### src/rtl/uart_rx_8n1.sv
// -----------------------------------------------------------------------------
// uart_rx_8n1
//   8N1 UART receiver for the PDU serial link.
//   The asynchronous serial line is brought into the clk domain through two
//   flops. The receiver detects the start bit and samples every bit at its
//   centre. Bytes are assembled LSB first. Each completed byte is handed to a
//   one-entry valid/ready output register.
//
// Parameters
//   CNT_FULL   bit period minus 1, in clk cycles (3 .. 1023)
//
// Ports
//   clk        in   1  system clock, all logic on posedge
//   rst        in   1  synchronous reset, active-high
//   en         in   1  receiver enable; low behaves exactly like rst
//   uart_rxd   in   1  asynchronous serial input, idles high
//   data       out  8  received byte, stable while valid=1
//   valid      out  1  data holds an unconsumed byte
//   ready      in   1  consumer takes data when valid & ready on a posedge
//   frame_err  out  1  one-cycle pulse: stop bit sampled low
//   overrun    out  1  one-cycle pulse: new byte dropped, output register full
//   busy       out  1  high while a frame is in progress (START..WAIT_HIGH)
// -----------------------------------------------------------------------------
module uart_rx_8n1 #(
    parameter int unsigned CNT_FULL = 867
) (
    input  logic       clk,
    input  logic       rst,
    input  logic       en,
    input  logic       uart_rxd,
    output logic [7:0] data,
    output logic       valid,
    input  logic       ready,
    output logic       frame_err,
    output logic       overrun,
    output logic       busy
);

    // Bit period and half bit period as 10-bit compare values.
    localparam logic [9:0] CNT_FULL_C = 10'(CNT_FULL);
    localparam logic [9:0] HALF_C     = CNT_FULL_C >> 1;

    typedef enum logic [2:0] {
        ST_DISABLED  = 3'd0,
        ST_IDLE      = 3'd1,
        ST_START     = 3'd2,
        ST_BITS      = 3'd3,
        ST_STOP      = 3'd4,
        ST_WAIT_HIGH = 3'd5
    } state_e;

    state_e     state_q,     state_d;
    logic       sync1_q,     sync1_d;
    logic       sync2_q,     sync2_d;
    logic [9:0] cnt_q,       cnt_d;
    logic [2:0] bit_idx_q,   bit_idx_d;
    logic [7:0] shift_q,     shift_d;
    logic       deliver_q,   deliver_d;
    logic [7:0] data_q,      data_d;
    logic       valid_q,     valid_d;
    logic       frame_err_q, frame_err_d;
    logic       overrun_q,   overrun_d;
    logic       busy_q,      busy_d;

    // Synchronised view of the serial line used by every decision below.
    logic rxd_s;
    assign rxd_s = sync2_q;

    // Next-state logic for the frame FSM, the output register and the flags.
    always_comb begin
        // Everything holds unless a branch below says otherwise.
        state_d     = state_q;
        sync1_d     = uart_rxd;
        sync2_d     = sync1_q;
        cnt_d       = cnt_q;
        bit_idx_d   = bit_idx_q;
        shift_d     = shift_q;
        deliver_d   = 1'b0;
        data_d      = data_q;
        frame_err_d = 1'b0;
        overrun_d   = 1'b0;

        // Consumer side: a handshake empties the output register.
        if (valid_q && ready) begin
            valid_d = 1'b0;
        end else begin
            valid_d = valid_q;
        end

        // Delivery happens the cycle after a good stop bit. A byte taken by
        // the consumer in this same cycle frees the slot, so the new byte is
        // kept rather than reported as an overrun.
        if (deliver_q) begin
            if (!valid_q) begin
                data_d  = shift_q;
                valid_d = 1'b1;
            end else if (ready) begin
                data_d  = shift_q;
                valid_d = 1'b1;
            end else begin
                overrun_d = 1'b1;
            end
        end else begin
            overrun_d = 1'b0;
        end

        case (state_q)
            ST_DISABLED: begin
                state_d = ST_IDLE;
                cnt_d   = 10'd0;
            end

            ST_IDLE: begin
                if (!rxd_s) begin
                    state_d = ST_START;
                    cnt_d   = 10'd0;
                end else begin
                    state_d = ST_IDLE;
                end
            end

            // Re-check the line half a bit after the falling edge; a high
            // level there means the edge was a glitch, not a start bit.
            ST_START: begin
                if (cnt_q == HALF_C) begin
                    cnt_d = 10'd0;
                    if (!rxd_s) begin
                        state_d   = ST_BITS;
                        bit_idx_d = 3'd0;
                    end else begin
                        state_d = ST_IDLE;
                    end
                end else begin
                    cnt_d = cnt_q + 10'd1;
                end
            end

            // Counting starts at the centre of the start bit, so each full
            // period lands in the centre of the next data bit.
            ST_BITS: begin
                if (cnt_q == CNT_FULL_C) begin
                    shift_d[bit_idx_q] = rxd_s;
                    cnt_d              = 10'd0;
                    bit_idx_d          = bit_idx_q + 3'd1;
                    if (bit_idx_q == 3'd7) begin
                        state_d = ST_STOP;
                    end else begin
                        state_d = ST_BITS;
                    end
                end else begin
                    cnt_d = cnt_q + 10'd1;
                end
            end

            // The stop bit is sampled mid-bit, which leaves half a bit of
            // margin to catch a back-to-back start edge from IDLE.
            ST_STOP: begin
                if (cnt_q == CNT_FULL_C) begin
                    cnt_d = 10'd0;
                    if (rxd_s) begin
                        state_d   = ST_IDLE;
                        deliver_d = 1'b1;
                    end else begin
                        state_d     = ST_WAIT_HIGH;
                        frame_err_d = 1'b1;
                    end
                end else begin
                    cnt_d = cnt_q + 10'd1;
                end
            end

            // Break or line noise: wait for the line to return to idle.
            ST_WAIT_HIGH: begin
                if (rxd_s) begin
                    state_d = ST_IDLE;
                end else begin
                    state_d = ST_WAIT_HIGH;
                end
            end

            // Unused encodings recover to DISABLED with everything cleared.
            default: begin
                state_d     = ST_DISABLED;
                sync1_d     = 1'b1;
                sync2_d     = 1'b1;
                cnt_d       = 10'd0;
                bit_idx_d   = 3'd0;
                shift_d     = 8'd0;
                deliver_d   = 1'b0;
                data_d      = 8'd0;
                valid_d     = 1'b0;
                frame_err_d = 1'b0;
                overrun_d   = 1'b0;
            end
        endcase

        // busy is registered, so it is decoded from the next state.
        busy_d = (state_d == ST_START) || (state_d == ST_BITS) ||
                 (state_d == ST_STOP)  || (state_d == ST_WAIT_HIGH);
    end

    // State and output registers; rst or a dropped enable abort everything.
    always_ff @(posedge clk) begin
        if (rst || !en) begin
            state_q     <= ST_DISABLED;
            sync1_q     <= 1'b1;
            sync2_q     <= 1'b1;
            cnt_q       <= 10'd0;
            bit_idx_q   <= 3'd0;
            shift_q     <= 8'd0;
            deliver_q   <= 1'b0;
            data_q      <= 8'd0;
            valid_q     <= 1'b0;
            frame_err_q <= 1'b0;
            overrun_q   <= 1'b0;
            busy_q      <= 1'b0;
        end else begin
            state_q     <= state_d;
            sync1_q     <= sync1_d;
            sync2_q     <= sync2_d;
            cnt_q       <= cnt_d;
            bit_idx_q   <= bit_idx_d;
            shift_q     <= shift_d;
            deliver_q   <= deliver_d;
            data_q      <= data_d;
            valid_q     <= valid_d;
            frame_err_q <= frame_err_d;
            overrun_q   <= overrun_d;
            busy_q      <= busy_d;
        end
    end

    assign data      = data_q;
    assign valid     = valid_q;
    assign frame_err = frame_err_q;
    assign overrun   = overrun_q;
    assign busy      = busy_q;

endmodule

### config.mk
export PLATFORM = sky130hd
export DESIGN_NAME = uart_rx_8n1
export DESIGN_NICKNAME = d
export VERILOG_FILES = /design/src/rtl/uart_rx_8n1.sv
export SDC_FILE = /design/constraint.sdc
export NUM_CORES = 1
export LEC_CHECK = 0
export CORE_MARGIN = 1.5
export CORE_UTILIZATION = 59
export CTS_BUF_LIST = sky130_fd_sc_hd__clkbuf_8
export DETAILED_ROUTE_END_ITERATION = 12
export PLACE_DENSITY = 0.83
export SLEW_MARGIN = 20
export SYNTH_ARGS = -nofsm -noshare
export SYNTH_HDL_FRONTEND = slang
export SYNTH_SLANG_ARGS = --single-unit
### constraint.sdc
create_clock -name clk -period 2.1 [get_ports clk]
set_input_delay 0.525 -clock clk [delete_from_list [all_inputs] [get_ports clk]]
set_output_delay 0.525 -clock clk [all_outputs]
set_load 0.1 [all_outputs]
* Yosys cells after proc, flatten, opt, wreduce, memory -nomap -nowiden
Cells that the tools add are included.
Storage, ports and cells: bits of input ports 5, register bits 39, output and inout bits 12
Cells by class: $add $sub $neg 2, mux-type cells 30, bitwise logic cells 8, reductions and logical operators 19, equal/unequal tests 17, magnitude comparators 2
Operators by type and width (count):
- 10-bit one-hot mux with 4 select lines | 1
- 10-bit two-way mux | 3
- 3-bit two-way mux | 8
- 8-bit two-way mux | 3
- 3-bit one-hot mux with 6 select lines | 1
- 8-bit one-hot mux with 2 select lines | 1
- 3-bit equality test, second input constant | 5
- 3-bit by 2-bit equality test with 1-bit output, second input constant | 4
- 10-bit by 1-bit adder with 10-bit output, second input constant | 1
- 10-bit equality test, second input constant | 1
- 10-bit by 9-bit equality test with 1-bit output, second input constant | 1
- 2-bit != test, second input constant | 5
- 3-bit one-hot mux with 3 select lines | 1
- 8-bit bitwise mux | 1
- 1-bit two-way mux | 8
- 1-bit NOT | 8
- 4-bit OR reduction | 2
- 2-bit AND reduction | 3
- 6-bit OR reduction | 1
- 5-bit OR reduction | 1
- 1-bit logical OR | 4
- 3-bit by 4-bit < comparator with 1-bit output, second input constant | 1
- 2-bit two-way mux | 2
- 4-bit AND reduction | 1
- 9 further kinds | 11

* Logic depth before layout (Yosys ltp)
Gate-level depths: netlist of the first run.
word-level depth 8, depth in mapped cells 6, mapped depth without buffers 6

* Least setup slack after synthesis of the first run
Ideal clock, no wire load.
path type flip-flop to flip-flop, start register valid_q (netlist: valid), end register data_q[0] (netlist: data[0]), data arrival time 1925 ps, path slack 47 ps, setup time 128 ps, stages on the path, launching flop included 6, cell sequence dfxtp_1 nor2b_1 nand2b_1 clkbuf_1 mux2i_1 nor2_1
Between the ends: word-level cells in the longest chain between the ends 2
RTL lines:
- start, declared | RTL line 60 | logic valid_q, valid_d;
- start signal, assigned | RTL line 226 | valid_q <= valid_d;
- 2-bit != test (no source line)
- 2-bit AND reduction (no source line)
- end signal, assigned | RTL line 225 | data_q <= data_d;
- end, declared | RTL line 59 | logic [7:0] data_q, data_d;
Parallel ways exist; a longest one is shown, timed or not. A chain may end at the register's enable or synchronous reset.

* Final worst setup path of the first run
start register cnt_q[1], end register shift_q[0]
Between the ends: word-level cells in the longest chain between the ends 3
RTL lines:
- start, declared | RTL line 55 | logic [9:0] cnt_q, cnt_d;
- start signal, assigned | RTL line 221 | cnt_q <= cnt_d;
- 10-bit equality test | RTL line 141 | if (cnt_q == CNT_FULL_C) begin
- 2-bit != test (no source line)
- 2-bit AND reduction (no source line)
- end signal, assigned | RTL line 223 | shift_q <= shift_d;
- end, declared | RTL line 57 | logic [7:0] shift_q, shift_d;
No other way between the ends.

==> results of run 1 <==
## worst max-delay path by stage
stage,start,to,cells past startpoint
floorplan,valid$_SDFF_PP0_,data[0]$_SDFFE_PP0P_,5
global placement,en,shift_q[2]$_SDFFE_PP0P_,5
detailed placement,en,shift_q[0]$_SDFFE_PP0P_,5
CTS,cnt_q[1]$_SDFFE_PP0P_,shift_q[0]$_SDFFE_PP0P_,5
global route,cnt_q[1]$_SDFFE_PP0P_,shift_q[0]$_SDFFE_PP0P_,5
finish,cnt_q[1]$_SDFFE_PP0P_,shift_q[0]$_SDFFE_PP0P_,5
## registers in the layout, summed over array words and instances, names as in the netlist
register   flops
frame_err      1
deliver_q      1
valid          1
busy           1
overrun        1
bit_idx_q      3
sync1_q        1
shift_q        8
data           8
state_q        3
cnt_q         10
rxd_s          1
## power breakdown
part / leakage [µW] / switching, µW / internal (µW)
Clock: 0.0000612 / 257 / 384
Sequential: 0.000314 / 4.34 / 741
Combinational: 0.000454 / 30.3 / 22.0
## cell families (layout without fill, tap and decap cells)
family	after synthesis	in the layout	share of synthesized area, %
DFF	39	39	39.4
xor gates and xnor gates	6	6	2.65
and+or+nand+nor	89	89	26.8
adders and majority gates	4	4	2.53
muxes	11	11	5.56
AOI/OAI and AO/OA	51	51	19.3
buffers and inverters	16	37	3.72
## final cells by class
type / count / area (µm²)
timing repair buffer: 26 / 205
sequential: 39 / 781
clock inverter: 2 / 35.0
fill: 254 / 828
tap: 44 / 55.1
clock buffer: 6 / 82.6
multi-input combinational: 161 / 1130
inverter: 3 / 11.3
## synthesized netlist by cell type, drive strengths merged (4+ instances only)
cell type and count:
dfxtp 39, nor2 22, a211oi 13, nand2 13
mux2i 11, nand2b 9, o21ai 9, clkbuf 8
nand3 8, o311ai 8, a21oi 7, buf 5
xnor2 5, ha 4, nor3 4, nor3b 4
## critical path, stage by stage, from the launching register on
cell and delay, ns:
dfxtp_1 0.39, ha_2 0.28, and4bb_4 0.31, nand3_4 0.13
or4_4 0.53, o31ai_1 0.22
## per-stage QoR
stage | instances | util [%] | instance area, µm² | power [µW] | hold slack, ns
after global placement | 273 | 69.7 | 2180 | 812 | 0.401
after detailed placement | 273 | 69.7 | 2180 | 814 | 0.416
after CTS | 281 | 73.4 | 2300 | 1450 | 0.445
final | 281 | 73.5 | 2300 | 1440 | 0.439
after global routing | 281 | 73.5 | 2300 | 1490 | 0.459
after floorplan | 216 | - | 1980 | 791 | 0.386
## routing by layer
metal	share of wire (%)	track usage [%]	vias up
met4	3.1	13.0	0
met1	40	29.7	836
met2	53	49.2	61
met5	0	0	-
li1	-	-	845
met3	4.5	6.61	15
## what timing repair did
item,in CTS,in global routing
setup buffers,0,0
endpoints found under the setup margin,0,1
gates resized for setup,0,1
==> impl_metrics.sql, run 1 <==
INSERT INTO impl_metrics (metric_group, metric, value, unit) VALUES
('outcome', 'status', 'finished clean', ''),
('route', 'antenna_left', '0', ''),
('clock_network', 'post_cts_hold_buffer_count', '0', ''),
('power', 'power_leakage', '0.000830', 'µW'),
('logic_synthesis', 'syn_inst', '216', ''),
('final_layout', 'drive_above_1_share', '18.6', '%'),
('critical_path', 'worst-endpoint-arrival', '2.15', 'ns'),
('worst_hold_path', 'hold_path.startpoint', 'sync1_q$_SDFF_PP1_', ''),
('timing', 'timing.clock.skew', '0.00733', 'ns'),
('run', 'cap_viol_max_count', '0', ''),
('route', 'drt-pass1-iter-count', '4', ''),
('clock_network', 'clk_lat_worst_skew', '0.29', 'ns'),
('logic_synthesis', 'async_flop_share', '0', '%'),
('die', 'pin_count', '17', ''),
('clock_network', 'clock-sinks', '39', ''),
('route', 'route.detailed.drc', '0', ''),
('critical_path', 'timing.critical_path.fanout_max', '10', ''),
('critical_path', 'startpoint_type', 'flop', ''),
('clock_network', 'cts_root_buffer', 'clkbuf_8', ''),
('logic_synthesis', 'postSynth.topFlopCell', 'dfxtp_1', ''),
('worst_hold_path', 'min_delay_worst_endpoint', 'rxd_s$_SDFF_PP1_', ''),
('worst_hold_path', 'holdPathStages', '1', ''),
('clock_network', 'cts_tree', 'yes', ''),
('timing', 'final_max_slew_viol_count', '0', ''),
('die', 'core', '3130', 'µm²'),
('critical_path', 'timing.rr.end', 'shift_q[0]$_SDFFE_PP0P_', ''),
('clock_network', 'number_of_buffers_created_by_cts', '5', ''),
('logic_synthesis', 'postSynthAreaPerCell', '9.18', 'µm²'),
('placed_design', 'port_buffers', '16', ''),
('grt', 'largest_net_degree_at_the_start_of_global_routing', '15', ''),
('critical_path', 'r2r_start', 'cnt_q[1]$_SDFFE_PP0P_', ''),
('placed_design', 'routabilityCongestion', '0.875', ''),
('logic_synthesis', 'post_synth_design_cell_area', '1980', 'µm²'),
('logic_synthesis', 'synth_top_cell_by_area', 'dfxtp_1', ''),
('logic_synthesis', 'number_of_flops_mapped_to_enable_cells_by_yosys', '0', ''),
('route', 'initialDrtViolationCount', '138', ''),
('final_layout', 'antennaDiodeCount', '0', ''),
('final_layout', 'layout.cells.most_common_list', 'dfxtp_1 (39), buf_4 (22), nor2_1 (21)', ''),
('logic_synthesis', 'syn-num-nets', '225', ''),
('critical_path', 'setup.worst_path.end_class', 'flop', ''),
('clock_network', 'ctsHtreeMaxLevel', '2', ''),
('critical_path', 'worst_ep_required_time', '2.31', 'ns'),
('power', 'irDropWorstVdd', '0.421', 'mV'),
('logic_synthesis', 'post_synth_num_cell_types', '50', ''),
('grt', 'first_global_vias', '1654', ''),
('die', 'core.rowCount', '20', ''),
('die', 'dieArea', '3720', 'µm²'),
('timing', 'grt_setup_unrepaired', 'false', ''),
('logic_synthesis', 'fraction_of_post_synthesis_cell_area_in_the_top_cell_type_by_area', '39.4', '%'),
('logic_synthesis', 'synth_warnings', '0', ''),
('timing', 'fin_ws', '0.160', 'ns'),
('clock_network', 'clk_pin_slew_worst_paths', '0.08', 'ns'),
('logic_synthesis', 'synth_seq_area_share', '39.4', '%'),
('grt', 'initial_antenna_violation_count', '0', ''),
('logic_synthesis', 'ys_seq_elements', '39', ''),
('clock_network', 'clockBufferDepth', '2', ''),
('final_layout', 'area.growth.synth_to_final', '16.0', '%'),
('route', 'dr_total_vias', '1757', ''),
('worst_hold_path', 'worst_hold_path_type', 'flop to flop', ''),
('die', 'die_h', '61.0', 'µm'),
('timing', 'setup_viol', '0', ''),
('placed_design', 'detailedPlacementHpwl', '3300', 'µm'),
('placed_design', 'dp_worst_setup_slack', '0.0573', 'ns'),
('grt', 'grt-ovfl-total', '0', ''),
('critical_path', 'timing.reg2reg.setup_slack', '0.16', 'ns'),
('route', 'post_route_wl', '4450', 'µm'),
('die', 'die_width', '61.0', 'µm'),
('power', 'power_density', '626', 'nW/µm²'),
('timing', 'worst_slew_pin_slew', '0.440', 'ns'),
('die', 'floorplan.initialDensity', '63.4', '%'),
('logic_synthesis', 'main_area_contributors_after_synthesis', 'dfxtp_1 (39%), mux2i_1 (5.6%), a211oi_1 (4.9%)', '');
No activity file was read; power rests on OpenSTA's default activity.
==> run 2, diff against run 1 <==
Settings changed: CORE_UTILIZATION 59 to 31, PLACE_DENSITY 0.83 to 0.57.
==> run 2 against run 1 <==
Net effect: via count is 4.6% lower; fmax is 0.66% higher; setup slack better by 0.013 ns; cell area is 1.7% higher; non-clock buffer count is 2 higher; critical path depth stayed put; clock power is 11% lower; register-to-register slack hardly changed; critical endpoint is now shift_q[2]$_SDFFE_PP0P_.
==> impl_metrics.sql, run 2 (synthesized netlist as in run 1, its figures left out) <==
INSERT INTO impl_metrics (metric_group, metric, value, unit) VALUES
('outcome', 'status', 'finished clean', ''),
('grt', 'first_global_vias', '1602', ''),
('timing', 'setup_viol', '0', ''),
('clock_network', 'clk_pin_slew_worst_paths', '0.08', 'ns'),
('worst_hold_path', 'worst_hold_path_type', 'flop to flop', ''),
('final_layout', 'largest_register_ffs', '10', ''),
('final_layout', 'final_common_cell', 'dfxtp_1', ''),
('die', 'core', '6060', 'µm²'),
('route', 'antenna_left', '0', ''),
('worst_hold_path', 'min_delay_worst_endpoint', 'rxd_s$_SDFF_PP1_', ''),
('clock_network', 'cts_root_buffer', 'clkbuf_8', ''),
('timing', 'final_max_slew_viol_count', '0', ''),
('grt', 'initial_antenna_violation_count', '0', ''),
('power', 'power_leakage', '0.000829', 'µW'),
('timing', 'fin_ws', '0.173', 'ns'),
('critical_path', 'crit_type', 'flop to flop', ''),
('timing', 'relSlewSlack', '71.5', '%'),
('clock_network', 'ctsHtreeMaxLevel', '2', ''),
('critical_path', 'crit_path_max_incr_delay', '0.53', 'ns'),
('die', 'dieArea', '6880', 'µm²'),
('die', 'core.rowCount', '28', ''),
('run', 'cap_viol_max_count', '0', ''),
('critical_path', 'worst_ep_required_time', '2.32', 'ns'),
('final_layout', 'layout.cells.most_common_list', 'dfxtp_1 (39), buf_4 (24), nor2_1 (21)', ''),
('route', 'route.detailed.drc', '0', ''),
('clock_network', 'clock-sinks', '39', ''),
('route', 'initialDrtViolationCount', '95', ''),
('timing', 'worst_slew_pin_slew', '0.426', 'ns'),
('timing', 'setup_tns', '0', 'ns'),
('clock_network', 'cts_tree', 'yes', ''),
('critical_path', 'r2r_start', 'cnt_q[0]$_SDFFE_PP0P_', ''),
('clock_network', 'post_cts_hold_buffer_count', '0', ''),
('critical_path', 'critical_path.n_buffers_inverters', '0', ''),
('route', 'dr_total_vias', '1677', ''),
('critical_path', 'cpLargestDelayFamily', 'simple AND/OR/NAND/NOR gates', ''),
('die', 'die_width', '83.0', 'µm'),
('worst_hold_path', 'hold_path.startpoint', 'sync1_q$_SDFF_PP1_', ''),
('critical_path', 'r2r.worst_path.cells', '5', ''),
('placed_design', 'detailedPlacementHpwl', '3340', 'µm'),
('timing', 'final.period_utilization', '91.8', '%'),
('grt', 'grt-ovfl-total', '0', ''),
('route', 'post_route_wl', '4500', 'µm'),
('final_layout', 'regMostFlops', 'cnt_q', ''),
('route', 'avgViaCountPerCell', '5.34', ''),
('placed_design', 'routabilityCongestion', '0.797', ''),
('final_layout', 'combined_area_of_the_multi_input_logic_cells', '1130', 'µm²'),
('grt', 'gr-usage-all-layers', '13.7', '%'),
('placed_design', 'port_buffers', '16', ''),
('critical_path', 'timing.reg2reg.setup_slack', '0.17', 'ns'),
('timing', 'shortest_clock_period_the_worst_path_allows_after_layout', '1.93', 'ns'),
('die', 'floorplan.initialDensity', '32.7', '%'),
('die', 'pin_count', '17', ''),
('clock_network', 'clk_lat_worst_skew', '0.30', 'ns'),
('timing', 'timing.clock.skew', '0.00554', 'ns'),
('timing', 'finalHoldViolCount', '0', ''),
('final_layout', 'area.growth.synth_to_final', '18.1', '%'),
('final_layout', 'nets', '247', ''),
('grt', 'grt_pass1_wl', '7700', 'µm'),
('route', 'drt-pass1-iter-count', '4', ''),
('grt', 'largest_net_degree_at_the_start_of_global_routing', '15', ''),
('timing', 'grt_setup_unrepaired', 'false', ''),
('critical_path', 'worst_path_max_delay_cell', 'or4_4', ''),
('placed_design', 'dp_worst_setup_slack', '0.0732', 'ns'),
('power', 'power_density', '586', 'nW/µm²'),
('critical_path', 'setup.worst_path.end_class', 'flop', ''),
('die', 'die_h', '83.0', 'µm'),
('clock_network', 'clockBufferDepth', '2', ''),
('critical_path', 'startpoint_type', 'flop', ''),
('final_layout', 'fill_cells', '621', ''),
('clock_network', 'number_of_buffers_created_by_cts', '5', ''),
('worst_hold_path', 'holdPathStages', '1', ''),
('critical_path', 'timing.rr.end', 'shift_q[2]$_SDFFE_PP0P_', ''),
('route', 'drt-wirelength-per-cell', '14.3', 'µm'),
('critical_path', 'worst-endpoint-arrival', '2.14', 'ns'),
('critical_path', 'timing.critical_path.fanout_max', '10', ''),
('final_layout', 'antennaDiodeCount', '0', ''),
('timing', 'max_freq', '0.519', 'GHz'),
('clock_network', 'cts_post_setup_buffers_inserted', '0', ''),
('final_layout', 'ff_latch_area', '781', 'µm²'),
('final_layout', 'drive_above_1_share', '19.2', '%'),
('power', 'irDropWorstVdd', '0.366', 'mV'),
('critical_path', 'cells_along_the_critical_path', 'ha_2 > and4bb_4 > nand3_4 > or4_4 > o31ai_1', '');
-- run 2: cell types whose count changed in the layout (fill, tap and decap cells not counted), sizes merged --
cell      previous run  this run
clkinv               1         0
clkinvlp             0         1
buf                 22        24
bufinv               1         0
clkbuf               6         7
-- run 2: power breakdown --
part | internal, µW | total (µW) | switching (µW) | leakage, µW
Sequential | 741 | 743 | 1.86 | 0.000314
Combinational | 24.6 | 59.4 | 34.8 | 0.000464
Clock | 299 | 568 | 270 | 0.0000505
-- run 2: stage by stage --
step	hold slack (ns)	std cells	total power, µW	utilization [%]	instance area (µm²)
global placement	0.391	306	819	36.8	2230
finish	0.423	314	1370	38.6	2340
floorplan	0.386	216	791	-	1980
detailed placement	0.410	306	819	36.8	2230
CTS	0.425	314	1390	38.6	2340
global route	0.461	314	1430	38.6	2340
-- run 2: worst max path at each step --
stage | start | to | slack (ns) | cells after the start
5_1_grt | cnt_q[0]$_SDFFE_PP0P_ | shift_q[0]$_SDFFE_PP0P_ | 0.02 | 5
2_1_floorplan | valid$_SDFF_PP0_ | data[0]$_SDFFE_PP0P_ | 0.05 | 5
6_report | cnt_q[0]$_SDFFE_PP0P_ | shift_q[2]$_SDFFE_PP0P_ | 0.17 | 5
4_1_cts | cnt_q[0]$_SDFFE_PP0P_ | shift_q[2]$_SDFFE_PP0P_ | 0.14 | 5
3_5_place_dp | en | shift_q[2]$_SDFFE_PP0P_ | 0.07 | 5
3_3_place_gp | en | shift_q[0]$_SDFFE_PP0P_ | 0.12 | 5
-- run 2: final cells by class --
type	instances	share of cell area, %
sequential	39	33.4
clock buffer	7	4.12
inverter	3	0.481
timing repair buffer	28	9.41
tap	75	4.01
multi-input combinational	161	48.3
clock inverter	1	0.321
-- run 2: layer usage --
metal / global-route usage, % / vias up / share of wire [%]
li1: - / 847 / -
met1: 19.2 / 796 / 51
met2: 20.8 / 27 / 44
met3: 2.78 / 7 / 3.4
met4: 5.00 / 0 / 1.5
met5: 0 / - / 0
-- run 2: what timing repair did --
item	CTS	global route
endpoints found under the setup margin	0	1
endpoints found under the hold margin	0	0
gates resized for setup	0	1
-- run 2: worst register-to-register path, stage by stage, from the launching register on --
cell and delay (ns):
dfxtp_1 0.43, ha_2 0.26, and4bb_4 0.30, nand3_4 0.13, or4_4 0.53, o31ai_1 0.19
==> run 3, diff against run 2 <==
Settings changed: TNS_END_PERCENT set to 100.
==> results of run 3 <==
Final layout, timing and power as in run 2 (identical DEF).
==> edit 1: new RTL, settings of run 2 <==
Register the input `uart_rxd` before use, without a reset. The logic sees it one clock later. The other inputs are not delayed to match.
--- a/src/rtl/uart_rx_8n1.sv
+++ b/src/rtl/uart_rx_8n1.sv
@@ -49,6 +49,12 @@
         ST_WAIT_HIGH = 3'd5
     } state_e;
 
+    logic uart_rxd_q;
+
+    always_ff @(posedge clk) begin
+        uart_rxd_q <= uart_rxd;
+    end
+
     state_e     state_q,     state_d;
     logic       sync1_q,     sync1_d;
     logic       sync2_q,     sync2_d;
@@ -70,7 +76,7 @@
     always_comb begin
         // Everything holds unless a branch below says otherwise.
         state_d     = state_q;
-        sync1_d     = uart_rxd;
+        sync1_d     = uart_rxd_q;
         sync2_d     = sync1_q;
         cnt_d       = cnt_q;
         bit_idx_d   = bit_idx_q;
Check against the original RTL: not equivalent (a bounded check fails within 10 cycles, from zero or initial values).
==> edit 1 against run 2 <==
  * Clock skew up 0.00073 ns
  * Die area down 2.0%
  * Sequential power up 3.1%
  * Total power increased by 13%
  * Wire length fell by 5.8%
  * Core utilization up 0.56 points
  * Non-clock buffer count increased by 5
  * Cell area is 0.27% higher
  * Sequential cell count grew 1
  * Synthesized area is 2.1% lower
  * Setup slack improved by 0.0080 ns
  * Largest cell class unchanged
==> edit 1: results <==
{
  "nets": 269,
  "wl_met1_um": 2030,
  "grt_use_met3_pct": 3.74,
  "grt_pass1_vias": 1511,
  "wl_met2_um": 1910,
  "ir_worst_vdd_mv": 0.317,
  "crit_fanout": 6,
  "ys_seq_elements": 40,
  "switchingPower_uw": 297,
  "cp_slowest_cell": "or3_1",
  "nFillCells": 623,
  "drive_gt1_share_pct": 16.9,
  "buf_share_pct": 11.0,
  "multi_input_area_share_pct": 44.6,
  "placedCellCount": 328,
  "period_share_pct": 91.4,
  "outcome": "finished, final reports clean",
  "placed_area_sq_um": 2220,
  "multi_input_area_sq_um": 1050,
  "dp_hpwl_um": 3030,
  "syn_to_final_growth_pct": 20.9,
  "synth_area_per_cell_sq_um": 8.26,
  "preCtsSetupSlack_ns": 0.0740,
  "syn_nets": 244,
  "grt_use_met1_pct": 19.0,
  "synth_commonest_cells": "dfxtp_1 (40), nand2_1 (23), nor2_1 (23)",
  "drt-initial-drc-count": 199,
  "grt_use_total_pct": 14.2,
  "nNonClkBuffers": 33,
  "synth_cell_types": 43,
  "inv_count": 5,
  "r2r-end": "shift_q[5]",
  "synth_sequential_area_ratio_pct": 41.3,
  "finalNonFillerCells": 335,
  "met2_usage_pct": 21.5,
  "wl_per_cell_um": 12.7,
  "clock_buffers": 5,
  "comb.multi_input.count": 175,
  "dr_wl_met3_um": 229,
  "cpPeakStageDelay_ns": 0.57,
  "grt_pass1_wl_um": 7290,
  "vias_per_cell": 5.13
}
## edit 1: cell types whose count changed in the layout (fill, tap and decap cells not counted), moves of 6 or more
cell	before	now
nand2_1	13	23
nor3_1	4	11
o311ai_0	8	1
a21oi_1	7	14
o22ai_1	0	6
o21ai_0	9	18
a211oi_1	13	0
## edit 1: kinds of logic after synthesis
group,after synthesis,share of synthesized area (%)
AOI/OAI and AO/OA,60,18.8
adders and majority gates,4,2.58
and+or+nand+nor,101,27.4
muxes,10,5.16
buffers and inverters,20,4.84
DFF,40,41.3
## edit 1: power by group through the flow
| stage | Combinational (mW) | Clock, mW | Sequential, mW |
|---|---|---|---|
| floorplan | 0.0283 | 0 | 0.784 |
| global route | 0.0563 | 0.791 | 0.767 |
| global placement | 0.0509 | 0 | 0.784 |
| finish | 0.0508 | 0.730 | 0.766 |
| detailed placement | 0.0506 | 0 | 0.784 |
| CTS | 0.0510 | 0.761 | 0.766 |
==> edit 2: new RTL, config.mk and constraints of run 2 <==
Without the edit above. Change the parameter `CNT_FULL` from 867 to 650.
--- a/src/rtl/uart_rx_8n1.sv
+++ b/src/rtl/uart_rx_8n1.sv
@@ -22,7 +22,7 @@
 //   busy       out  1  high while a frame is in progress (START..WAIT_HIGH)
 // -----------------------------------------------------------------------------
 module uart_rx_8n1 #(
-    parameter int unsigned CNT_FULL = 867
+    parameter int unsigned CNT_FULL = 650
 ) (
     input  logic       clk,
     input  logic       rst,
Formal check against the unedited RTL: same outputs for any inputs over 10 cycles, from zero or initial values; that may be too few to reach the edited logic, so the function may still have changed.
==> edit 2 against run 2 <==
  * Sequential cell count unchanged
  * Clock power grew 10%
  * Total power rose by 3.5%
  * Via count decreased by 0.54%
  * Wire length down 2.4%
  * Synthesized area shrank 1.1%
  * Synthesized cell count decreased by 0.46%
  * Cell area shrank 1.0%
  * Setup slack better by 0.12 ns
  * Critical path type unchanged
  * Largest cell class unchanged
==> edit 2: results <==
{
  "outcome": "finished, final reports clean",
  "worstHoldPathType": "flip-flop to flip-flop",
  "grt_pass1_wl_um": 7330,
  "finalWeightedCongestion": 0.822,
  "power.leakage_nw": 0.866,
  "comb.multi_input.count": 157,
  "crit_fanout": 15,
  "crit_family": "compound AO/OA/AOI/OAI gates",
  "internal_power_mw": 1.11,
  "cp.arrival_ns": 2.04,
  "clk_share_pct": 4.86,
  "grt_pass1_vias": 1556,
  "synth_commonest_cells": "dfxtp_1 (39), nand3_1 (18), nand2_1 (14), nor2_1 (14), mux2i_1 (11)",
  "drt-initial-drc-count": 55,
  "dp_hpwl_um": 3070,
  "tightest_slew_ns": 0.476,
  "vias_per_cell": 5.33,
  "grt_max_degree": 16,
  "nFillCells": 636,
  "drive_gt1_share_pct": 16.8,
  "multi_input_area_sq_um": 1090,
  "synth.area.top_cells": "dfxtp_1 (40%), mux2i_1 (5.6%), nand3_1 (4.6%)",
  "cp_slowest_cell": "dfxtp_1",
  "synth_cell_types": 49,
  "inv_count": 7,
  "nNonClkBuffers": 27
}
## edit 2: routing by layer
layer | global-route usage, % | up-vias | part of all wire (%)
met5 | 0 | - | 0
met4 | 7.33 | 0 | 2.2
met3 | 3.08 | 8 | 2.8
met2 | 21.3 | 19 | 43
met1 | 18.8 | 794 | 52
li1 | - | 847 | -
## edit 2: logic make-up after synthesis
logic type | after synthesis | synth area share, %
AND/OR/NAND/NOR | 89 | 25.5
buffers and inverters | 19 | 4.59
XOR/XNOR | 1 | 0.447
multiplexers | 11 | 5.62
AO/OA/AOI/OAI | 51 | 20.8
adder cells (fa/ha/maj) | 5 | 3.19
flip-flops | 39 | 39.8
## edit 2: stage by stage
stage	cells	hold WS, ns	total power [mW]	area, sq um
2_1_floorplan	215	0.386	0.790	1960
5_1_grt	313	0.464	1.48	2320
3_5_place_dp	305	0.407	0.810	2200
4_1_cts	313	0.435	1.44	2320
6_report	313	0.435	1.42	2320
3_3_place_gp	305	0.411	0.811	2200
## edit 2: worst paths after layout
kind | from | to | slack [ns] | cells after the start
worst max-delay path | cnt_q[0] | cnt_q[5] | 0.29 | 7
worst min-delay path | sync1_q | rxd_s | 0.44 | 1
worst max register to register | cnt_q[0] | cnt_q[5] | 0.29 | 7
worst min register to register | sync1_q | rxd_s | 0.44 | 1
## edit 2: power by group through the flow
stage | clock, mW | sequential [mW] | combinational [mW]
global route | 0.677 | 0.746 | 0.0534
CTS | 0.646 | 0.745 | 0.0484
floorplan | 0 | 0.760 | 0.0304
detailed placement | 0 | 0.762 | 0.0479
global placement | 0 | 0.762 | 0.0483
finish | 0.625 | 0.745 | 0.0483
